==> src/rtl/muldiv_pkg.sv <==
// rtl/muldiv_pkg.sv - funct codes, FSM states and defaults shared by the multiply/divide unit
package muldiv_pkg;
  localparam int XLEN_DEFAULT = 32;

  localparam logic [5:0] FN_MFHI  = 6'h10;
  localparam logic [5:0] FN_MTHI  = 6'h11;
  localparam logic [5:0] FN_MFLO  = 6'h12;
  localparam logic [5:0] FN_MTLO  = 6'h13;
  localparam logic [5:0] FN_MULT  = 6'h18;
  localparam logic [5:0] FN_MULTU = 6'h19;
  localparam logic [5:0] FN_DIV   = 6'h1A;
  localparam logic [5:0] FN_DIVU  = 6'h1B;

  typedef enum logic [1:0] {IDLE, MUL, DIV, FIX} state_t;
endpackage

==> src/rtl/muldiv_ctrl_if.sv <==
// rtl/muldiv_ctrl_if.sv - ID-stage decode inputs and HI/LO/stall outputs of the multiply/divide unit
interface muldiv_ctrl_if import muldiv_pkg::*; #(parameter int XLEN = XLEN_DEFAULT);
  logic            id_valid;
  logic            flush;
  logic [5:0]      id_op;
  logic [5:0]      id_funct;
  logic [XLEN-1:0] rs_val;
  logic [XLEN-1:0] rt_val;
  logic            stall;
  logic            busy;
  logic            unsup;
  logic [XLEN-1:0] hi;
  logic [XLEN-1:0] lo;
  logic [XLEN-1:0] mf_data;

  modport master (
    output id_valid, flush, id_op, id_funct, rs_val, rt_val,
    input  stall, busy, unsup, hi, lo, mf_data
  );
  modport slave (
    input  id_valid, flush, id_op, id_funct, rs_val, rt_val,
    output stall, busy, unsup, hi, lo, mf_data
  );
endinterface

==> src/rtl/mdu_iter_core.sv <==
// rtl/mdu_iter_core.sv - unsigned radix-2 shift-add multiply / restoring divide datapath
module mdu_iter_core import muldiv_pkg::*; #(
  parameter int XLEN = XLEN_DEFAULT
) (
  input  logic            clk,
  input  logic            rst,
  input  logic            start,
  input  logic            step,
  input  logic            mode_div,
  input  logic [XLEN-1:0] a,
  input  logic [XLEN-1:0] b,
  output logic            done,
  output logic [XLEN-1:0] res_hi,
  output logic [XLEN-1:0] res_lo
);
  localparam int CW = $clog2(XLEN);

  logic [CW-1:0]   cnt;
  logic [XLEN-1:0] acc;
  logic [XLEN-1:0] q;
  logic [XLEN-1:0] d;
  logic [XLEN:0]   sum;
  logic [XLEN:0]   shifted;
  logic [XLEN:0]   diff;

  // acc is the running high product / partial remainder; q holds multiplier bits or quotient bits
  always_comb begin
    sum     = {1'b0, acc} + (q[0] ? {1'b0, d} : '0);
    shifted = {acc, q[XLEN-1]};
    diff    = shifted - {1'b0, d};
  end

  always_ff @(posedge clk or posedge rst) begin
    if (rst) begin
      cnt <= '0;
      acc <= '0;
      q   <= '0;
      d   <= '0;
    end else if (start) begin
      cnt <= CW'(XLEN - 1);
      acc <= '0;
      q   <= a;
      d   <= b;
    end else if (step) begin
      cnt <= cnt - CW'(1);
      if (mode_div) begin
        if (!diff[XLEN]) begin
          acc <= diff[XLEN-1:0];
          q   <= {q[XLEN-2:0], 1'b1};
        end else begin
          acc <= shifted[XLEN-1:0];
          q   <= {q[XLEN-2:0], 1'b0};
        end
      end else begin
        acc <= sum[XLEN:1];
        q   <= {sum[0], q[XLEN-1:1]};
      end
    end
  end

  assign done   = (cnt == '0);
  assign res_hi = acc;
  assign res_lo = q;
endmodule

==> src/rtl/muldiv_ctrl.sv <==
// rtl/muldiv_ctrl.sv - MIPS mult/div decode, stall generation, sign handling, FSM and HI/LO registers
module muldiv_ctrl import muldiv_pkg::*; #(
  parameter int XLEN   = XLEN_DEFAULT,
  parameter bit DIV_EN = 1'b1
) (
  input logic          clk,
  input logic          rst,
  muldiv_ctrl_if.slave bus
);
  state_t            state;
  logic              busy_q, unsup_q, op_div, neg_q, neg_r, div0;
  logic [XLEN-1:0]   hi_q, lo_q, dividend;
  logic              live, is_mul, is_div, is_signed, is_hilo, issue, sa, sb;
  logic [XLEN-1:0]   mag_a, mag_b, core_hi, core_lo, quo_fix, rem_fix;
  logic [2*XLEN-1:0] prod_fix;
  logic              core_done;

  always_comb begin
    live      = bus.id_valid & ~bus.flush & (bus.id_op == 6'd0);
    is_mul    = bus.id_funct inside {FN_MULT, FN_MULTU};
    is_div    = (bus.id_funct inside {FN_DIV, FN_DIVU}) & DIV_EN;
    is_signed = bus.id_funct inside {FN_MULT, FN_DIV};
    is_hilo   = bus.id_funct inside {FN_MFHI, FN_MTHI, FN_MFLO, FN_MTLO};
    issue     = live & (state == IDLE) & (is_mul | is_div);
    sa        = is_signed & bus.rs_val[XLEN-1];
    sb        = is_signed & bus.rt_val[XLEN-1];
    mag_a     = sa ? -bus.rs_val : bus.rs_val;
    mag_b     = sb ? -bus.rt_val : bus.rt_val;
    prod_fix  = neg_q ? -{core_hi, core_lo} : {core_hi, core_lo};
    quo_fix   = neg_q ? -core_lo : core_lo;
    rem_fix   = neg_r ? -core_hi : core_hi;
  end

  mdu_iter_core #(.XLEN(XLEN)) u_core (
    .clk      (clk),
    .rst      (rst),
    .start    (issue),
    .step     (state == MUL || state == DIV),
    .mode_div (state == DIV),
    .a        (mag_a),
    .b        (mag_b),
    .done     (core_done),
    .res_hi   (core_hi),
    .res_lo   (core_lo)
  );

  always_ff @(posedge clk or posedge rst) begin
    if (rst) begin
      state    <= IDLE;
      busy_q   <= 1'b0;
      unsup_q  <= 1'b0;
      op_div   <= 1'b0;
      neg_q    <= 1'b0;
      neg_r    <= 1'b0;
      div0     <= 1'b0;
      dividend <= '0;
      hi_q     <= '0;
      lo_q     <= '0;
    end else begin
      unsup_q <= live & !DIV_EN & (bus.id_funct inside {FN_DIV, FN_DIVU});
      case (state)
        IDLE: begin
          if (issue) begin
            state    <= is_div ? DIV : MUL;
            busy_q   <= 1'b1;
            op_div   <= is_div;
            neg_q    <= sa ^ sb;
            neg_r    <= sa;
            div0     <= (bus.rt_val == '0);
            dividend <= bus.rs_val;
          end else if (live && bus.id_funct == FN_MTHI) begin
            hi_q <= bus.rs_val;
          end else if (live && bus.id_funct == FN_MTLO) begin
            lo_q <= bus.rs_val;
          end
        end
        MUL, DIV: if (core_done) state <= FIX;
        FIX: begin
          state  <= IDLE;
          busy_q <= 1'b0;
          if (!op_div) begin
            {hi_q, lo_q} <= prod_fix;
          end else if (div0) begin
            // divide by zero bypasses the datapath result entirely
            hi_q <= dividend;
            lo_q <= '1;
          end else begin
            hi_q <= rem_fix;
            lo_q <= quo_fix;
          end
        end
        default: state <= IDLE;
      endcase
    end
  end

  assign bus.busy    = busy_q;
  assign bus.unsup   = unsup_q;
  assign bus.hi      = hi_q;
  assign bus.lo      = lo_q;
  assign bus.stall   = live & busy_q & (is_mul | is_div | is_hilo);
  assign bus.mf_data = (live && bus.id_funct == FN_MFHI) ? hi_q :
                       (live && bus.id_funct == FN_MFLO) ? lo_q : '0;
endmodule

==> src/flat_wrapper.sv <==
// flat-port wrapper written by rule: the top's interface ports become plain ports
module muldiv_ctrl_flat import muldiv_pkg::*;
#(
  parameter int XLEN   = XLEN_DEFAULT,
  parameter bit DIV_EN = 1'b1
)
  (clk, rst, bus_id_valid, bus_flush, bus_id_op, bus_id_funct, bus_rs_val, bus_rt_val, bus_stall, bus_busy, bus_unsup, bus_hi, bus_lo, bus_mf_data);
  muldiv_ctrl_if #(.XLEN(XLEN)) bus_i ();
  input logic clk;
  input logic rst;
  input wire logic [$bits(bus_i.id_valid)-1:0] bus_id_valid;
  input wire logic [$bits(bus_i.flush)-1:0] bus_flush;
  input wire logic [$bits(bus_i.id_op)-1:0] bus_id_op;
  input wire logic [$bits(bus_i.id_funct)-1:0] bus_id_funct;
  input wire logic [$bits(bus_i.rs_val)-1:0] bus_rs_val;
  input wire logic [$bits(bus_i.rt_val)-1:0] bus_rt_val;
  output wire logic [$bits(bus_i.stall)-1:0] bus_stall;
  output wire logic [$bits(bus_i.busy)-1:0] bus_busy;
  output wire logic [$bits(bus_i.unsup)-1:0] bus_unsup;
  output wire logic [$bits(bus_i.hi)-1:0] bus_hi;
  output wire logic [$bits(bus_i.lo)-1:0] bus_lo;
  output wire logic [$bits(bus_i.mf_data)-1:0] bus_mf_data;
  assign bus_i.id_valid = bus_id_valid;
  assign bus_i.flush = bus_flush;
  assign bus_i.id_op = bus_id_op;
  assign bus_i.id_funct = bus_id_funct;
  assign bus_i.rs_val = bus_rs_val;
  assign bus_i.rt_val = bus_rt_val;
  assign bus_stall = bus_i.stall;
  assign bus_busy = bus_i.busy;
  assign bus_unsup = bus_i.unsup;
  assign bus_hi = bus_i.hi;
  assign bus_lo = bus_i.lo;
  assign bus_mf_data = bus_i.mf_data;
  muldiv_ctrl #(.XLEN(XLEN), .DIV_EN(DIV_EN)) u_core (.clk(clk), .rst(rst), .bus(bus_i));
endmodule
==> config.mk <==
export PLATFORM = sky130hd
export DESIGN_NAME = muldiv_ctrl_flat
export DESIGN_NICKNAME = d
export VERILOG_FILES = /design/src/rtl/muldiv_pkg.sv /design/src/rtl/muldiv_ctrl_if.sv /design/src/rtl/mdu_iter_core.sv /design/src/rtl/muldiv_ctrl.sv /design/src/flat_wrapper.sv
export SDC_FILE = /design/constraint.sdc
export NUM_CORES = 1
export LEC_CHECK = 0
export ABC_AREA = 1
export CORE_ASPECT_RATIO = 1.4
export CORE_MARGIN = 5
export CORE_UTILIZATION = 35
export DETAILED_ROUTE_END_ITERATION = 8
export PLACE_DENSITY = 0.51
export SKIP_LAST_GASP = 1
export SYNTH_ARGS = -nofsm -noshare
export SYNTH_HDL_FRONTEND = slang
export SYNTH_SLANG_ARGS = --single-unit
==> constraint.sdc <==
create_clock -name clk -period 7.52 [get_ports clk]
set_input_delay 1.504 -clock clk [delete_from_list [all_inputs] [get_ports clk]]
set_output_delay 1.504 -clock clk [all_outputs]
set_load 0.05 [all_outputs]
-- Word-level counts from Yosys, hierarchy flattened
Index checks and enable logic that the tools add are counted.
- output and inout bits: 99
- input bits: 80
- word-level logic and storage cells: 106
- register bits after elaboration: 204
- bitwise operators: 12
- equality and inequality tests: 17
- multiplexer cells: 35
- add/sub/neg operators: 8
- reduce and logical (&&, ||, !) cells: 21
- operators with widths (operator ; number):
    two-way mux 32 bit ; 23
    negation 32 bit ; 4
    one-hot mux 32 bit (2 select lines) ; 2
    two-way mux 64 bit ; 1
    negation 64 bit ; 1
    equality test 6 x 5 -> 1 bit (second input constant) ; 8
    adder 32 x 33 -> 33 bit ; 1
    subtractor 33 x 32 -> 33 bit ; 1
    logical NOT 32 bit ; 1
    two-way mux 5 bit ; 2
    nonzero test 2 bit ; 5
    AND 1 bit ; 8
    inequality test 2 bit (second input constant) ; 4
    logical NOT 6 bit ; 1
    two-way mux 2 bit ; 3
    one-hot mux 2 bit (3 select lines) ; 1
    AND reduction 2 bit ; 3
    logical NOT 5 bit ; 1
    subtractor 5 x 1 -> 5 bit (second input constant) ; 1
    equality test 2 bit (second input constant) ; 2
    logical AND 1 bit ; 4
    inequality test 2 x 1 -> 1 bit (second input constant) ; 2
    AND reduction 4 bit ; 1
    nonzero test 4 bit ; 1
    10 further kinds ; 12

-- Depth between registers and ports, before layout
Gate-level depths: netlist of run 1.
- depth after elaboration: 8
- mapped depth: 22
- depth with buffers taken out: 20

-- Hierarchy
A second synthesis of run 1 with hierarchy kept.
- cells, all modules: 3294
- area, all modules: 19708.9 um2
- by module, submodules not included (module ; sequential area each (um2) ; cells each ; times used ; area an instance (um2)):
    muldiv_ctrl ; 2577.5 ; 1690 ; 1 ; 9990.8
    mdu_iter_core ; 2527.4 ; 1604 ; 1 ; 9718.1

-- Least setup slack after synthesis of run 1
OpenSTA, ideal clock, no wires.
- path kind: input port to output port
- start: in bus_id_op[3]
- end: out bus_stall
- arrival time: 3657 ps
- path buffers: 0
- path slack: 2359 ps
- stages: 4
- data required time: 6016 ps
- cells stage by stage: or2_1 > nor4_4 > inv_1 > nor4_1
- longest elaborated chain between the ends: 4
- ends and longest elaborated chain (item ; line ; source):
    from (decl) ; flat_wrapper.sv:13 ; input wire logic [$bits(bus_i.id_op)-1:0] bus_id_op;
    logical NOT 6 bit ; muldiv_ctrl.sv:19 ; live = bus.id_valid & ~bus.flush & (bus.id_op == 6'd0);
    AND 1 bit ; muldiv_ctrl.sv:19 ;
    AND 1 bit (2 in a row) ; muldiv_ctrl.sv:101 ; assign bus.stall = live & busy_q & (is_mul | is_div | is_hilo);
    to (decl) ; flat_wrapper.sv:17 ; output wire logic [$bits(bus_i.stall)-1:0] bus_stall;
Every way passes these cells.

-- Final worst setup path of run 1
- start: in bus_id_funct[0]
- end: out bus_mf_data[1]
- longest elaborated chain between the ends: 4
- elaborated cells between the ends (all ways): 6
- those cells by class: eq/ne: 2; mux: 2; reduce/logical: 2
- ends and longest elaborated chain (item ; line ; source):
    from (decl) ; flat_wrapper.sv:14 ; input wire logic [$bits(bus_i.id_funct)-1:0] bus_id_funct;
    equality test 6 x 5 -> 1 bit ; muldiv_ctrl.sv:103 ; (live && bus.id_funct == FN_MFLO) ? lo_q : '0;
    logical AND 1 bit ; muldiv_ctrl.sv:103 ;
    two-way mux 32 bit ; muldiv_ctrl.sv:103 ;
    two-way mux 32 bit * ; muldiv_ctrl.sv:102 ; assign bus.mf_data = (live && bus.id_funct == FN_MFHI) ? hi_q :
    to (decl) ; flat_wrapper.sv:22 ; output wire logic [$bits(bus_i.mf_data)-1:0] bus_mf_data;
Every way passes the cells marked *; elsewhere a longest branch is shown, timed or not.

==> results of run 1 <==
[cell usage in the layout, fill, tap and decap left out, types with 16 or more instances in the layout]
master / netlist / routed
buf_4: 4 / 23
ha_1: 73 / 71
clkbuf_16: 0 / 27
o21ai_0: 284 / 284
xor2_1: 38 / 38
a22oi_1: 29 / 29
inv_1: 517 / 516
clkdlybuf4s50_1: 0 / 177
nand4_1: 41 / 41
o22ai_1: 55 / 55
nand2_1: 1022 / 1022
nand3_1: 269 / 269
nor2_1: 419 / 419
a21oi_1: 205 / 205
nand3b_1: 16 / 16
dfrtp_1: 204 / 203
nor3_1: 31 / 30
[critical path: cells and delay by family]
family / cells / cell delay (ns)
and+or+nand+nor: 3 / 0.93
AOI/OAI and AO/OA: 1 / 0.47
buffers and inverters: 4 / 1.78
[final cells by class]
cell class                 instances  area (um2)  share of cell area
clock buffer                      34         742              0.0321
multi-input combinational       2576       12300               0.530
clock inverter                    14         163             0.00703
tap                              735         920              0.0397
sequential                       204        5110               0.221
inverter                         525        1980              0.0855
timing repair buffer             201        1960              0.0849
[worst paths after layout]
kind                                            to  cells after the start  slack (ns)
min                           u_core.u_core.cnt[0]                      1        0.50
max                                 bus_mf_data[1]                      8        1.32
max in group asynchronous             u_core.neg_q                      3        4.87
min in group asynchronous         u_core.bus.lo[6]                      2        1.41
max reg2reg                u_core.u_core.res_hi[6]                     17        3.46
min reg2reg                   u_core.u_core.cnt[0]                      1        0.50
[cells by family (layout without fill, tap and decap cells)]
group	count (synthesis)	in the layout	synth area share
AND/OR/NAND/NOR	1831	1831	0.379
buffers and inverters	654	774	0.127
AO/OA/AOI/OAI	618	618	0.167
flip-flops	204	204	0.257
adder cells (fa/ha/maj)	75	75	0.0479
XOR/XNOR	51	51	0.0225
other	1	1	0.000189
[cells in the mapped netlist (31+ instances only)]
cell type,number
a21oi_1,205
clkbuf_1,82
dfrtp_1,204
ha_1,73
inv_1,517
nand2_1,1022
nand3_1,269
nand4_1,41
nor2_1,419
nor3_1,31
o21ai_0,284
o22ai_1,55
xor2_1,38
[report_power, final]
part / total (W) / internal (W) / switching, W
combinational: 0.00575 / 0.00177 / 0.00398
sequential: 0.00202 / 0.00147 / 0.000551
clock: 0.00135 / 0.000800 / 0.000551
[metrics by stage]
stage          power (W)  cell area (um2)  utilization
2_1_floorplan    0.00582            19900            -
3_3_place_gp     0.00772            22200        0.395
3_5_place_dp     0.00777            22200        0.395
4_1_cts          0.00915            23100        0.411
5_1_grt          0.00983            23100        0.411
6_report         0.00912            23100        0.411
[registers in the layout (all words and copies together), names as in the netlist]
register              flops
u_core.state              2
u_core.div0               1
u_core.u_core.res_hi     32
u_core.dividend          32
u_core.u_core.cnt         5
u_core.u_core.res_lo     32
u_core.bus.hi            32
u_core.u_core.d          32
u_core.op_div             1
u_core.bus.lo            32
u_core.bus.busy           1
u_core.neg_q              1
u_core.neg_r              1
[routing by layer]
| layer | track usage | share of wire | vias to the layer above |
|---|---|---|---|
| met3 | 0.0221 | 0.046 | 264 |
| li1 | - | - | 11200 |
| met4 | 0.218 | 0.093 | 0 |
| met2 | 0.524 | 0.50 | 779 |
| met5 | 0 | 0 | - |
| met1 | 0.309 | 0.36 | 10700 |
==> metrics, run 1 <==
Clock Tree Buf Depth 3; Worst-Margin Slew 1.16 ns; Max IR drop VDD 0.175 mV; critical path's slowest cell clkdlybuf4s50_1; outcome completed; Hold WC Path Type reg2reg; hold violation total from the final report 0; crit path DAT 4.70 ns; Die Y 292 um; CP Launch Type input pin; fmax 161 MHz; fin crit share 0.825; final setup fails 0; pwr/cell area 394 nW/um2; Critical Path Max Stage Delay 0.87 ns; fin crit period 6.20 ns; dpl hpwl 74.5 mm; Worst R2R Start u_core.u_core.res_lo[31]; Max Fanout on Critical Path 22; pre-CTS WS 1.33 ns; post-synth top area cell dfrtp_1; Gate Count Post-Synth 3434; ys flop type dfrtp_1; syn avg cell area 5.79 um2; fin cells 4289; hold path startpoint u_core.u_core.cnt[0]; root buf cell clkbuf_16; Die ar. 61800 um2; sequential cell area fraction in the yosys report 0.257; first-pass GRT wire length 138 mm; first drt pass iteration count 5; gr usage total 0.289; CP Launch Point bus_id_funct[0]; GP Congestion 0.972; antenna viol nets, final 0; clk sinks 204; Avg Vias per Cell 5.35; CTS Buf Count 26; I/O pin cnt 179; drt drc 0; EDFF count, synth 0; 1st-iter DRT viols 1521; layout cell share with drive strength beyond 1 0.0264; final worst slack 1.32 ns; setup TNS 0 ns; final slew viol count 0; crit-path cells clkdlybuf4s50_1 > inv_1 > nand2_1 > nor3_2 > buf_4 > nand2_1 > o22ai_1 > clkdlybuf4s50_1; element type at the critical path end output port; Syn-to-layout area delta 16.3%; asr flop ratio synth 1.00; Syn Std Cell Area 19900 um2; CTS tree built; register bit total from synthesis 204; Synth area leaders dfrtp_1 (26%), nand2_1 (19%), inv_1 (9.8%), nor2_1 (7.9%), o21ai_0 (7.1%); hold slack final 0.496 ns; synthesis warning total 0; Worst slew margin 0.220; average wire per standard cell 21.6 um; Initial Util 0.353; area share of the largest cell type after synthesis 0.257; Placed Cells 4241; syn nets 3589; routed wire length 92.8 mm; CTS Hold Buffers Added 0; Die X 211 um; # nets final 3689; Rows 103; H-Tree Depth 1; Core Area 56300 um2; CP Data Required Time 6.02 ns; # diodes 0; setup bufs post-CTS 0; Congestion Overflow GR 0; initial antenna violation count 0; Post-CTS Resized 0; Leakage Power 11.7 nW; IO Port Bufs 177; clock skew 0.0129 ns; RSZ-0062 raised after global routing false; clk slew on worst S/H paths 0.06 ns; via count 22900; vias in the first global route 22900; max-cap violation count 0; distinct cell type count after synthesis 43; fill cell total of the finished layout 6231; Skew-Pair Late Insertion Delay 0.56 ns; largest net degree at the start of global routing 130; Setup Crit Path Kind in2out
No activity file was read; power rests on OpenSTA's default activity.
==> run 2: changes to the inputs <==
==> constraint.sdc (replaced) <==
create_clock -name clk -period 6.3 [get_ports clk]
set_input_delay 1.26 -clock clk [delete_from_list [all_inputs] [get_ports clk]]
set_output_delay 1.26 -clock clk [all_outputs]
set_load 0.05 [all_outputs]
==> run 2 against run 1 <==
Via count shrank 0.35%. Critical path depth shrank 2. First-iteration DRC count grew 0.66%. Final area grew 0.83%. Worst setup slack lost 0.17 ns. Count of clock-buffer cells in the layout shrank 2.
==> metrics, run 2 (same netlist as run 1, synthesis figures left out) <==
outcome completed; layout cell share with drive strength beyond 1 0.0338 (+0.00736); FF-to-FF setup slack 2.06 ns (-1.40 ns); first drt pass iteration count 5 (unchanged); Congestion Overflow GR 0 (unchanged); via count 22900 (-0.35%); antenna viol nets, final 0 (unchanged); Max IR drop VDD 0.193 mV (+10%); fmax 194 MHz; RSZ-0062 raised after global routing false; final setup fails 0 (unchanged); largest net degree at the start of global routing 124 (-4.6%); Setup Crit Path Kind in2out; Worst-Margin Slew 1.17 ns (+0.0118 ns); max-cap violation count 0 (unchanged); hold violation total from the final report 0 (unchanged); setup bufs post-CTS 0 (unchanged); first-pass GRT wire length 137 mm (-0.58%); Max Fanout on Critical Path 22 (unchanged); vias in the first global route 22400 (-2.5%); most common cell after layout, fill and taps aside nand2_1; Leakage Power 11.7 nW (+0.72%); clk sinks 204 (unchanged); 1st-iter DRT viols 1531 (+0.66%); storage element area 5110 um2 (unchanged); Post-CTS Resized 0 (unchanged); initial antenna violation count 0 (unchanged); GP Congestion 0.990 (+1.9%); critical path's slowest cell nand2_1; Clock Tree Buf Depth 3 (unchanged); # nets final 3687 (-0.054%); Avg Vias per Cell 5.34 (-0.23%); commonest cells after routing, fill and taps aside nand2_1 (1022), inv_1 (516), nor2_1 (419), o21ai_0 (284), nand3_1 (269); Syn-to-layout area delta 17.3%; dpl hpwl 74.0 mm (-0.59%); hold path startpoint u_core.dividend[1]; gr usage total 0.289 (about the same); fin cells 4284 (-0.12%); IO Port Bufs 177 (unchanged); I/O pin cnt 179 (unchanged); CTS Buf Count 24 (-7.7%); fill cell total of the finished layout 6233 (+0.032%); Hold WC Path Type reg2reg; CP Launch Type input pin; Die Y 292 um (unchanged); Placed Cells 4241 (unchanged); clock skew 0.0304 ns (+0.0175 ns); fin crit period 5.15 ns; Initial Util 0.353 (unchanged); crit-path cells clkdlybuf4s50_1 > or2_1 > nor4_4 > nand2_1 > o22ai_1 > buf_12; Worst R2R Start u_core.u_core.res_lo[31]; clk slew on worst S/H paths 0.06 ns (about the same); root buf cell clkbuf_16; Core Area 56300 um2 (unchanged); element type at the critical path end output port; family with the most delay on the worst path simple AND/OR/NAND/NOR gates; CTS tree built; Die ar. 61800 um2 (unchanged); Die X 211 um (unchanged); # diodes 0 (unchanged); fin crit share 0.818; Worst slew margin 0.212 (-0.00798); Multi-input gate area 12300 um2 (unchanged); crit path DAT 3.89 ns (-0.81 ns); Skew-Pair Late Insertion Delay 0.56 ns (about the same); average wire per standard cell 21.7 um (+0.43%); final slew viol count 0 (unchanged); CP Data Required Time 5.04 ns (-0.98 ns); CTS Hold Buffers Added 0 (unchanged); pwr/cell area 460 nW/um2 (+17%); routed wire length 93.1 mm (+0.32%); H-Tree Depth 1 (unchanged); Buf+Inv Stages, Crit Path 2 (-2); Critical Path Max Stage Delay 0.72 ns (-0.15 ns); Rows 103 (unchanged); CP Launch Point bus_id_op[3]; setup TNS 0 ns (unchanged); drt drc 0 (unchanged)
[run 2: cell types whose count changed in the layout (fill, tap and decap cells not counted), moves of 2 or more]
| cell | previous run | this run |
|---|---|---|
| buf_12 | 1 | 33 |
| clkdlybuf4s50_1 | 177 | 145 |
| clkbuf_16 | 27 | 25 |
| bufinv_16 | 3 | 1 |
[run 2: layout make-up]
| class | instances | area share |
|---|---|---|
| clock buffer | 32 | 0.0292 |
| inverter | 525 | 0.0846 |
| timing repair buffer | 201 | 0.0979 |
| multi-input combinational | 2576 | 0.526 |
| tap | 735 | 0.0394 |
| clock inverter | 11 | 0.00424 |
| sequential | 204 | 0.219 |
[run 2: metal layers]
| metal | up-vias | global-route usage | wire (um) |
|---|---|---|---|
| met5 | - | 0 | 0 |
| met4 | 0 | 0.211 | 8450 |
| met3 | 228 | 0.0205 | 4000 |
| met2 | 778 | 0.520 | 46600 |
| met1 | 10700 | 0.315 | 34000 |
| li1 | 11200 | - | - |
[run 2: final timing paths]
check	cells after the start	to
worst max-delay path	6	bus_mf_data[6]
worst min-delay path	2	u_core.dividend[1]
worst max register to register	17	u_core.u_core.res_hi[8]
worst min register to register	2	u_core.dividend[1]
max in group asynchronous	3	u_core.u_core.res_lo[31]
min in group asynchronous	2	u_core.bus.hi[13]
[run 2: report_power, final]
part / internal, W / switching (W) / total, W / leakage [nW]
Clock: 0.000806 / 0.000648 / 0.00145 / 0.389
Sequential: 0.00175 / 0.000649 / 0.00240 / 2.35
Combinational: 0.00211 / 0.00476 / 0.00687 / 9.00
Total: 0.00467 / 0.00606 / 0.0107 / 11.7
[run 2: stage by stage]
step            util  cell area [um2]  worst slack, ns  hold WS, ns  power, W
2_1_floorplan      -            19900             1.63        0.448   0.00695
4_1_cts        0.414            23300             1.07        0.497    0.0107
5_1_grt        0.414            23300            0.971        0.513    0.0115
3_5_place_dp   0.400            22500             1.07        0.475   0.00926
3_3_place_gp   0.400            22500             1.11        0.464   0.00921
6_report       0.414            23300             1.15        0.494    0.0107
[run 2: worst min-delay path, cell delays in order, from the launching register on]
cell	delay [ns]
dfrtp_1	0.34
nand2_1	0.05
o21ai_0	0.06
==> run 3: changes to the inputs <==
==> constraint.sdc (replaced) <==
create_clock -name clk -period 5.4 [get_ports clk]
set_input_delay 1.08 -clock clk [delete_from_list [all_inputs] [get_ports clk]]
set_output_delay 1.08 -clock clk [all_outputs]
set_load 0.05 [all_outputs]
==> run 3 against run 2 <==
Combinational power up 17%. Clock skew fell by 0.015 ns. Highest routed layer unchanged. Register-to-register slack worse by 0.55 ns. Utilization is 0.44 points higher. Total power grew 19%.
==> metrics, run 3 (same netlist as run 1, synthesis figures left out) <==
I/O pin cnt 179 (unchanged); first drt pass iteration count 8 (+3); Max Fanout on Critical Path 32 (+45%); clock skew 0.0157 ns (-0.0147 ns); element type at the critical path end output port; root buf cell clkbuf_16; CP Launch Type input pin; final setup fails 0 (unchanged); GP Congestion 1.00 (+1.2%); # nets final 3700 (+0.35%); clk sinks 204 (unchanged); Post-CTS Resized 0 (unchanged); CP Data Required Time 4.32 ns (-0.72 ns); fill cell total of the finished layout 6188 (-0.72%); via count 22800 (-0.22%); routed wire length 93.8 mm (+0.78%); Avg Vias per Cell 5.31 (-0.54%); 1st-iter DRT viols 1487 (-2.9%); outcome completed; Total Power 0.0128 W (+19%); dpl hpwl 75.5 mm (+2.0%); Leakage Power 11.9 nW (+1.1%); Max IR drop VDD 0.294 mV (+53%); CTS Hold Buffers Added 0 (unchanged); fin crit period 4.33 ns; hold-critical path depth 2 (unchanged); initial antenna violation count 0 (unchanged); crit path DAT 3.25 ns (-0.64 ns); RSZ-0062 raised after global routing false; Congestion Overflow GR 0 (unchanged); Rows 103 (unchanged); first-pass GRT wire length 139 mm (+1.1%); H-Tree Depth 1 (unchanged); Worst-Margin Slew 1.05 ns (-0.119 ns); Skew-Pair Late Insertion Delay 0.57 ns (about the same); setup bufs post-CTS 0 (unchanged); Clock Tree Buf Depth 3 (unchanged); vias in the first global route 22400 (+0.27%); commonest cells after routing, fill and taps aside nand2_1 (1022), inv_1 (516), nor2_1 (419), o21ai_0 (284), nand3_1 (269); Worst slew margin 0.299 (+0.0877); antenna viol nets, final 0 (unchanged); drt drc 0 (unchanged); final slew viol count 0 (unchanged); fmax 231 MHz; largest net degree at the start of global routing 133 (+7.3%); # diodes 0 (unchanged); most common cell after layout, fill and taps aside nand2_1; fin crit share 0.802; layout cell share with drive strength beyond 1 0.0387 (+0.00492); IO Port Bufs 177 (unchanged); R2R cell count 17 (unchanged); gr usage total 0.292 (+0.00319); Die ar. 61800 um2 (unchanged); Die Y 292 um (unchanged); max-cap violation count 0 (unchanged); hold violation total from the final report 0 (unchanged); setup TNS 0 ns (unchanged); clk slew on worst S/H paths 0.07 ns (about the same); Core Area 56300 um2 (unchanged); Initial Util 0.353 (unchanged); Hold WC Path Type reg2reg; pwr/cell area 543 nW/um2 (+18%); CTS tree built; CTS Buf Count 26 (+8.3%); Multi-input gate area 12300 um2 (unchanged); Setup Crit Path Kind in2out; Syn-to-layout area delta 18.5%; storage element area 5110 um2 (unchanged); Die X 211 um (unchanged); average wire per standard cell 21.8 um (+0.45%)
## run 3: cell types whose count changed in the layout (fill, tap and decap cells not counted), sizes merged, moves of 3 or more
cell and delta:
buf +12, clkinvlp +3, clkinv -3, bufinv +3
## run 3: report_power, final
group	total, W	switching [W]	internal [W]
sequential	0.00280	0.000757	0.00205
combinational	0.00807	0.00558	0.00249
clock	0.00194	0.000786	0.00115
## run 3: path summary, 6_finish.rpt
check	startpoint	end	slack, ns
worst max-delay path	bus_id_op[3]	bus_mf_data[7]	1.07
worst min-delay path	u_core.dividend[2]	u_core.dividend[2]	0.49
worst max register to register	u_core.u_core.res_lo[31]	u_core.u_core.res_hi[23]	1.51
worst min register to register	u_core.dividend[2]	u_core.dividend[2]	0.49
max in group asynchronous	rst	u_core.u_core.cnt[0]	3.61
min in group asynchronous	rst	u_core.bus.hi[13]	0.99
## run 3: final cells by class
class | instances | area share
multi-input combinational | 2576 | 0.520
sequential | 204 | 0.217
timing repair buffer | 212 | 0.101
inverter | 525 | 0.0837
tap | 735 | 0.0390
clock buffer | 33 | 0.0313
clock inverter | 13 | 0.00780
## run 3: through the flow
stage / cell area [um2] / utilization / instances / hold slack (ns) / worst slack, ns
floorplan: 19900 / - / 3434 / 0.448 / 1.09
global placement: 22700 / 0.402 / 4252 / 0.468 / 1.11
detailed placement: 22700 / 0.402 / 4252 / 0.480 / 0.973
CTS: 23600 / 0.419 / 4298 / 0.494 / 1.04
global route: 23600 / 0.419 / 4298 / 0.524 / 0.935
finish: 23600 / 0.419 / 4298 / 0.495 / 1.07
## run 3: per-layer routing
layer  GRT usage  vias to the layer above  wire length, um
met5           0                        -                0
met3      0.0246                      245             3840
met4       0.204                        0             8180
met2       0.532                      739            47500
met1       0.315                    10600            34300
li1            -                    11200                -
## run 3: critical path: stages
cell             delay, ns
clkdlybuf4s50_1       0.41
or2_1                 0.26
nor4_4                0.47
nand4_1               0.14
buf_4                 0.28
o21ai_0               0.38
buf_12                0.19
